==> src/rtl/bdcmotor_channel_gen2.sv <==
`default_nettype none
//============================================================================
// Module : bdcmotor_channel_gen2
// Brief  : Brushed-DC motor channel: filtered quadrature tach counter plus a
//          complementary PWM stage with shadowed duty, current limit, dead time.
// Rev    : 1.0  initial release
//============================================================================
module bdcmotor_channel_gen2 #(
    parameter int CNT_W    = 16,
    parameter int PWM_W    = 8,
    parameter int FILT_LEN = 3,
    parameter int DEADTIME = 4
) (
    input  logic             clk,
    input  logic             reset,
    input  logic             filterce,
    input  logic             freeze,
    input  logic             invphase,
    input  logic             clrcount,
    input  logic [1:0]       tach,
    output logic [CNT_W-1:0] count,
    output logic             overflow,
    input  logic             pwmcntce,
    input  logic             pwmldce,
    input  logic [PWM_W-1:0] wrtdata,
    input  logic             invertpwm,
    input  logic             enablepwm,
    input  logic             run,
    input  logic             currentlimit,
    output logic             climflag,
    output logic [1:0]       pwmout
);

    localparam int                c_DT_W    = (DEADTIME < 1) ? 1 : $clog2(DEADTIME + 1);
    localparam logic [c_DT_W-1:0] c_DT_LOAD = c_DT_W'(DEADTIME);
    localparam logic [1:0]        c_BRAKE   = 2'b10;

    //------------------------------------------------------------------------
    // Tach input conditioning
    //------------------------------------------------------------------------
    logic [1:0] r_sync1;
    logic [1:0] r_sync2;
    logic [1:0] w_filt;
    logic [1:0] r_filt_d;

    always_ff @(posedge clk) begin
        if (reset) begin
            r_sync1 <= 2'b00;
            r_sync2 <= 2'b00;
        end else begin
            r_sync1 <= tach;
            r_sync2 <= r_sync1;
        end
    end

    // Each phase only moves once FILT_LEN consecutive samples agree.
    for (genvar gi = 0; gi < 2; gi++) begin : g_filt
        logic [FILT_LEN-1:0] r_shift;
        logic                r_bit;

        always_ff @(posedge clk) begin
            if (reset) begin
                r_shift <= '0;
                r_bit   <= 1'b0;
            end else begin
                if (filterce) begin
                    r_shift <= {r_shift[FILT_LEN-2:0], r_sync2[gi]};
                end
                if (&r_shift) begin
                    r_bit <= 1'b1;
                end else if (~|r_shift) begin
                    r_bit <= 1'b0;
                end
            end
        end

        assign w_filt[gi] = r_bit;
    end

    always_ff @(posedge clk) begin
        if (reset) begin
            r_filt_d <= 2'b00;
        end else begin
            r_filt_d <= w_filt;
        end
    end

    // Position along the 00->01->11->10 cycle; difference 1 = forward, 3 = reverse.
    function automatic logic [1:0] f_pos(input logic [1:0] g);
        logic [1:0] p;
        p = 2'd0;
        case (g)
            2'b00:   p = 2'd0;
            2'b01:   p = 2'd1;
            2'b11:   p = 2'd2;
            default: p = 2'd3;
        endcase
        return p;
    endfunction

    logic [1:0] w_diff;
    logic       w_fwd;
    logic       w_rev;
    logic       w_inc;
    logic       w_dec;

    assign w_diff = f_pos(w_filt) - f_pos(r_filt_d);
    assign w_fwd  = (w_diff == 2'd1);
    assign w_rev  = (w_diff == 2'd3);
    assign w_inc  = invphase ? w_rev : w_fwd;
    assign w_dec  = invphase ? w_fwd : w_rev;

    //------------------------------------------------------------------------
    // Tach counter and bus snapshot
    //------------------------------------------------------------------------
    logic [CNT_W-1:0] r_counter;
    logic [CNT_W-1:0] r_count;
    logic             r_ovf;

    always_ff @(posedge clk) begin
        if (reset || clrcount) begin
            r_counter <= '0;
            r_ovf     <= 1'b0;
        end else if (w_inc) begin
            r_counter <= r_counter + 1'b1;
            if (&r_counter) begin
                r_ovf <= 1'b1;
            end
        end else if (w_dec) begin
            r_counter <= r_counter - 1'b1;
            if (~|r_counter) begin
                r_ovf <= 1'b1;
            end
        end
    end

    always_ff @(posedge clk) begin
        if (reset) begin
            r_count <= '0;
        end else if (!freeze) begin
            r_count <= r_counter;
        end
    end

    assign count    = r_count;
    assign overflow = r_ovf;

    //------------------------------------------------------------------------
    // PWM timebase, duty shadow and current limit
    //------------------------------------------------------------------------
    logic [PWM_W-1:0] r_pwmcnt;
    logic [PWM_W-1:0] r_shadow;
    logic [PWM_W-1:0] r_active;
    logic             r_clim;
    logic             w_wrap;

    assign w_wrap = pwmcntce && (&r_pwmcnt);

    always_ff @(posedge clk) begin
        if (reset) begin
            r_pwmcnt <= '0;
            r_shadow <= '0;
            r_active <= '0;
            r_clim   <= 1'b0;
        end else begin
            if (pwmcntce) begin
                r_pwmcnt <= r_pwmcnt + 1'b1;
            end
            if (pwmldce) begin
                r_shadow <= wrtdata;
            end
            // A write landing on the period boundary bypasses the shadow.
            if (w_wrap) begin
                r_active <= pwmldce ? wrtdata : r_shadow;
            end
            if (currentlimit) begin
                r_clim <= 1'b1;
            end else if (w_wrap) begin
                r_clim <= 1'b0;
            end
        end
    end

    assign climflag = r_clim;

    //------------------------------------------------------------------------
    // Dead-time insertion and output mode
    //------------------------------------------------------------------------
    logic              w_drive;
    logic [1:0]        w_req;
    logic [1:0]        r_req;
    logic [c_DT_W-1:0] r_dt;
    logic [c_DT_W-1:0] w_dt_cur;
    logic              w_on;
    logic [1:0]        w_mode;
    logic [1:0]        r_pwmout;

    assign w_drive = (r_pwmcnt < r_active) && !r_clim;
    assign w_req   = run ? {~w_drive, w_drive} : c_BRAKE;

    // The cycle of a request change already counts as the first dead cycle.
    assign w_dt_cur = (w_req != r_req) ? c_DT_LOAD : r_dt;
    assign w_on     = (w_dt_cur == '0);

    always_ff @(posedge clk) begin
        if (reset) begin
            r_req <= c_BRAKE;
            r_dt  <= c_DT_LOAD;
        end else begin
            r_req <= w_req;
            r_dt  <= w_on ? '0 : (w_dt_cur - 1'b1);
        end
    end

    always_comb begin
        w_mode = 2'b00;
        if (enablepwm && w_on) begin
            w_mode = w_req;
        end
    end

    always_ff @(posedge clk) begin
        if (reset) begin
            r_pwmout <= {2{invertpwm}};
        end else begin
            r_pwmout <= w_mode ^ {2{invertpwm}};
        end
    end

    assign pwmout = r_pwmout;

endmodule
`default_nettype wire

==> config.mk <==
export PLATFORM = sky130hd
export DESIGN_NAME = bdcmotor_channel_gen2
export DESIGN_NICKNAME = d
export VERILOG_FILES = /design/src/rtl/bdcmotor_channel_gen2.sv
export SDC_FILE = /design/constraint.sdc
export NUM_CORES = 1
export LEC_CHECK = 0
export ABC_AREA = 1
export BUFFER_PORTS_ARGS = -buffer_cell sky130_fd_sc_hd__buf_2
export CAP_MARGIN = 25
export CORE_ASPECT_RATIO = 0.5
export CORE_MARGIN = 3
export CORE_UTILIZATION = 35
export DETAILED_ROUTE_END_ITERATION = 16
export GPL_TIMING_DRIVEN = 0
export PLACE_DENSITY_LB_ADDON = 0.1
export SKIP_LAST_GASP = 1
export SYNTH_ARGS = -nofsm -noshare
export SYNTH_HDL_FRONTEND = slang
export SYNTH_SLANG_ARGS = --single-unit
==> constraint.sdc <==
create_clock -name clk -period 3.7 [get_ports clk]
set_input_delay 0.74 -clock clk [delete_from_list [all_inputs] [get_ports clk]]
set_output_delay 0.74 -clock clk [all_outputs]
set_load 0.01 [all_outputs]
==> results.sh <==
export IMPL_num_nets_final=679
export IMPL_ys_ff_latch=79
export IMPL_synthTopCellsByCount="inv_1 (108), nand2_1 (97), dfxtp_1 (79)"
export IMPL_gp_congestion=0.808
export IMPL_ir_worst_vdd_uv=193
export IMPL_grt_first_pass_wirelength_um=15500
export IMPL_pin_count=42
export IMPL_rsz0062_at_grt="false"
export IMPL_ys_top_cells_by_area="dfxtp_1 (39%), inv_1 (10%), ha_1 (9.2%)"
export IMPL_die_w_um=158
export IMPL_hold_buffers=0
export IMPL_synthAdderAreaFrac=0.0972
export IMPL_ys_flop_type="dfxtp_1"
export IMPL_outcome="complete, no violations"
export IMPL_cts_root_buf="clkbuf_16"
export IMPL_period_minus_slack_ns=3.28
export IMPL_clk_pin_slew_ns=0.06
export IMPL_wl_um=9370
export IMPL_relSlewSlack=0.568
export IMPL_h_tree_depth=3
export IMPL_synth_top_family_by_area="simple AND/OR/NAND/NOR gates"
export IMPL_cp_start_kind="flop"
export IMPL_grt_start_max_net_pins=18
export IMPL_synth_compound_area_frac=0.157
export IMPL_antenna_found_initial=0
export IMPL_post_drt_via_cell_ratio=4.42
export IMPL_worstHoldPathType="flop to flop"
export IMPL_crit_path_frequent_cell="nand2_1"
export IMPL_p_per_area_mw_per_mm2=405
export IMPL_drive_gt1_frac=0.0998
export IMPL_grt_util_met1=0.196
export IMPL_initial_utilization=0.364
export IMPL_worstPathMaxFanout=17
export IMPL_finalCritPeriodShare=0.885
export IMPL_fmax_ghz=0.305
export IMPL_crit_slowest_cell="ha_1"
export IMPL_hold_viol_final=0
export IMPL_end_kind="flop"
export IMPL_clock_path_buffers=2
export IMPL_clock_latency_ns=0.34
export IMPL_synth_nets=628
export IMPL_grt_usage=0.153
export IMPL_cp_arrival_ns=3.50
export IMPL_slew_violations=0
export IMPL_synth_avg_cell_area_sq_um=7.08
export IMPL_synth_edf_count=0
export IMPL_yosysWarningCount=0
export IMPL_fp_dieArea_sq_mm=0.0130
export IMPL_area_delta_synth_final_pct=17.3
export IMPL_busiest_layer="met2"
export IMPL_yosys_area_share_xor_xnor=0.0172
export IMPL_routed_via_count=3494
export IMPL_die_h_um=82.2
export IMPL_numCtsBuffers=9
export IMPL_cp_cell_sequence="inv_1, ha_1, ha_1, clkbuf_1, inv_2, nand3_4, ha_1, nand2_1, nor3_1, and2_1, nand2_1, nand2_1, nand2_1, nand2_1, nand2_1, nand2_1, nor2_1"
export IMPL_postCtsSetupBuffers=0
export IMPL_cap_viol_max_count=0
export IMPL_drt_initial_drc_count=205
export IMPL_cts_sinks=79
export IMPL_yosysMostFrequentCell="inv_1"
export IMPL_synth_top_cell_area_share=0.389
export IMPL_grt_use_met2=0.252
export IMPL_core_sq_mm=0.0112
export IMPL_drtAntennaViolNets=0
export IMPL_ctsResizeCount=1
export IMPL_critPathTopFamily="simple AND/OR/NAND/NOR gates"
export IMPL_netlist_instances=575
export IMPL_final_cells=790
export IMPL_synth_distinct_cells=31
export IMPL_grt_use_met3=0.0359
export IMPL_netlist_area_sq_mm=0.00407
export IMPL_path_buf_inv=3
export IMPL_port_buffers=40
export IMPL_grt_pass1_vias=3222
export IMPL_gr_total_overflow=0
export IMPL_synth_top_area_cell="dfxtp_1"
export IMPL_skew_ns=0.00847
export IMPL_drc=0
export IMPL_worst_pin_slew_ns=0.649
export IMPL_max_stage_delay_ns=0.48
export IMPL_rows=27
export IMPL_cts_tree="done"
export IMPL_dp_cells=774
export IMPL_synthArstFlopShare=0
export IMPL_finalSetupViolCount=0
export IMPL_wl_per_cell_um=11.9
export IMPL_required_ns=3.93
export IMPL_dr_pass1_iters=4
export IMPL_synth_simple_area_share=0.224
export IMPL_whs_ns=0.402
export IMPL_antenna_cells=0
export IMPL_hpwl_um=7050
export IMPL_seq_area_frac_synth=0.389
export IMPL_critical_path_class="flop to flop"
export IMPL_synthMuxAreaShare=0.00246
export IMPL_leakage_nw=2.40
==> cell type report <==
type / instances / area [sq um]
Inverter: 108 / 405
Clock buffer: 13 / 250
Sequential cell: 79 / 1580
Fill cell: 1199 / 6410
Multi-Input combinational cell: 373 / 2030
Clock inverter: 3 / 42.5
Tap cell: 159 / 199
Buffer: 15 / 60.1
Timing Repair Buffer: 40 / 200
==> layer usage <==
metal | vias to the layer above | wire length (um) | part of all wire
li1 | 1936 | - | -
met1 | 1504 | 4690 | 0.50
met2 | 37 | 4210 | 0.45
met3 | 17 | 274 | 0.029
met4 | 0 | 185 | 0.020
met5 | - | 0 | 0
==> cell families after synthesis <==
kind of cell / count (synthesis)
XOR/XNOR: 8
flip-flops: 79
AND/OR/NAND/NOR: 211
buffers and inverters: 123
adder cells (fa/ha/maj): 31
AO/OA/AOI/OAI: 122
multiplexers: 1
==> worst min-delay path: cells and delay by family (launching register included) <==
family	cells	cell delay (ns)
DFF	1	0.29
and+or+nand+nor	1	0.03
buffers and inverters	1	0.04
==> registers in the layout (all words and copies together), names as in the netlist, 2 cells and up <==
| name | count |
|---|---|
| count | 16 |
| r_counter | 16 |
| r_active | 8 |
| r_pwmcnt | 8 |
| r_shadow | 8 |
| g_filt.r_shift | 6 |
| r_dt | 3 |
| g_filt.r_bit | 2 |
| pwmout | 2 |
| r_filt_d | 2 |
| r_req | 2 |
| r_sync1 | 2 |
| r_sync2 | 2 |
==> stage by stage <==
stage                     setup WS, ns  utilization  total power (W)  TNS (ns)  cell area [sq um]
final                            0.424        0.427          0.00193         0               4770
after global placement          -0.238        0.400          0.00108     -1.47               4470
after floorplan                  0.612            -          0.00102         0               4070
after CTS                       0.0826        0.426          0.00196         0               4770
after global routing            0.0830        0.427          0.00203         0               4770
after detailed placement        -0.226        0.400          0.00108     -1.35               4470
==> worst paths after layout <==
path / start / endpoint / slack [ns] / cells past startpoint
worst max-delay path: g_filt[0].r_bit / r_counter[15] / 0.42 / 17
worst min-delay path: r_sync1[0] / r_sync2[0] / 0.40 / 2
worst max register to register: g_filt[0].r_bit / r_counter[15] / 0.42 / 17
worst min register to register: r_sync1[0] / r_sync2[0] / 0.40 / 2
==> power by group <==
| part | internal, W | switching, W | leakage [nW] |
|---|---|---|---|
| sequential | 0.000886 | 0.0000155 | 0.646 |
| clock | 0.000540 | 0.000335 | 0.140 |
| combinational | 0.0000611 | 0.0000964 | 1.61 |
| total | 0.00149 | 0.000446 | 2.40 |
==> cell usage in the layout (no fill, tap or decap), types with 5 or more instances in the layout <==
cell         n
xor2_1       8
inv_1      107
ha_1        30
dfxtp_1     79
nand2_1     97
clkbuf_1    17
a21o_1       5
buf_2       40
a21oi_1     61
nor3_1      10
nand4_1      9
nand3_1     25
clkbuf_16    9
nor2_1      58
o21ai_0     50
Note: power is estimated with default switching activity, not from simulation.
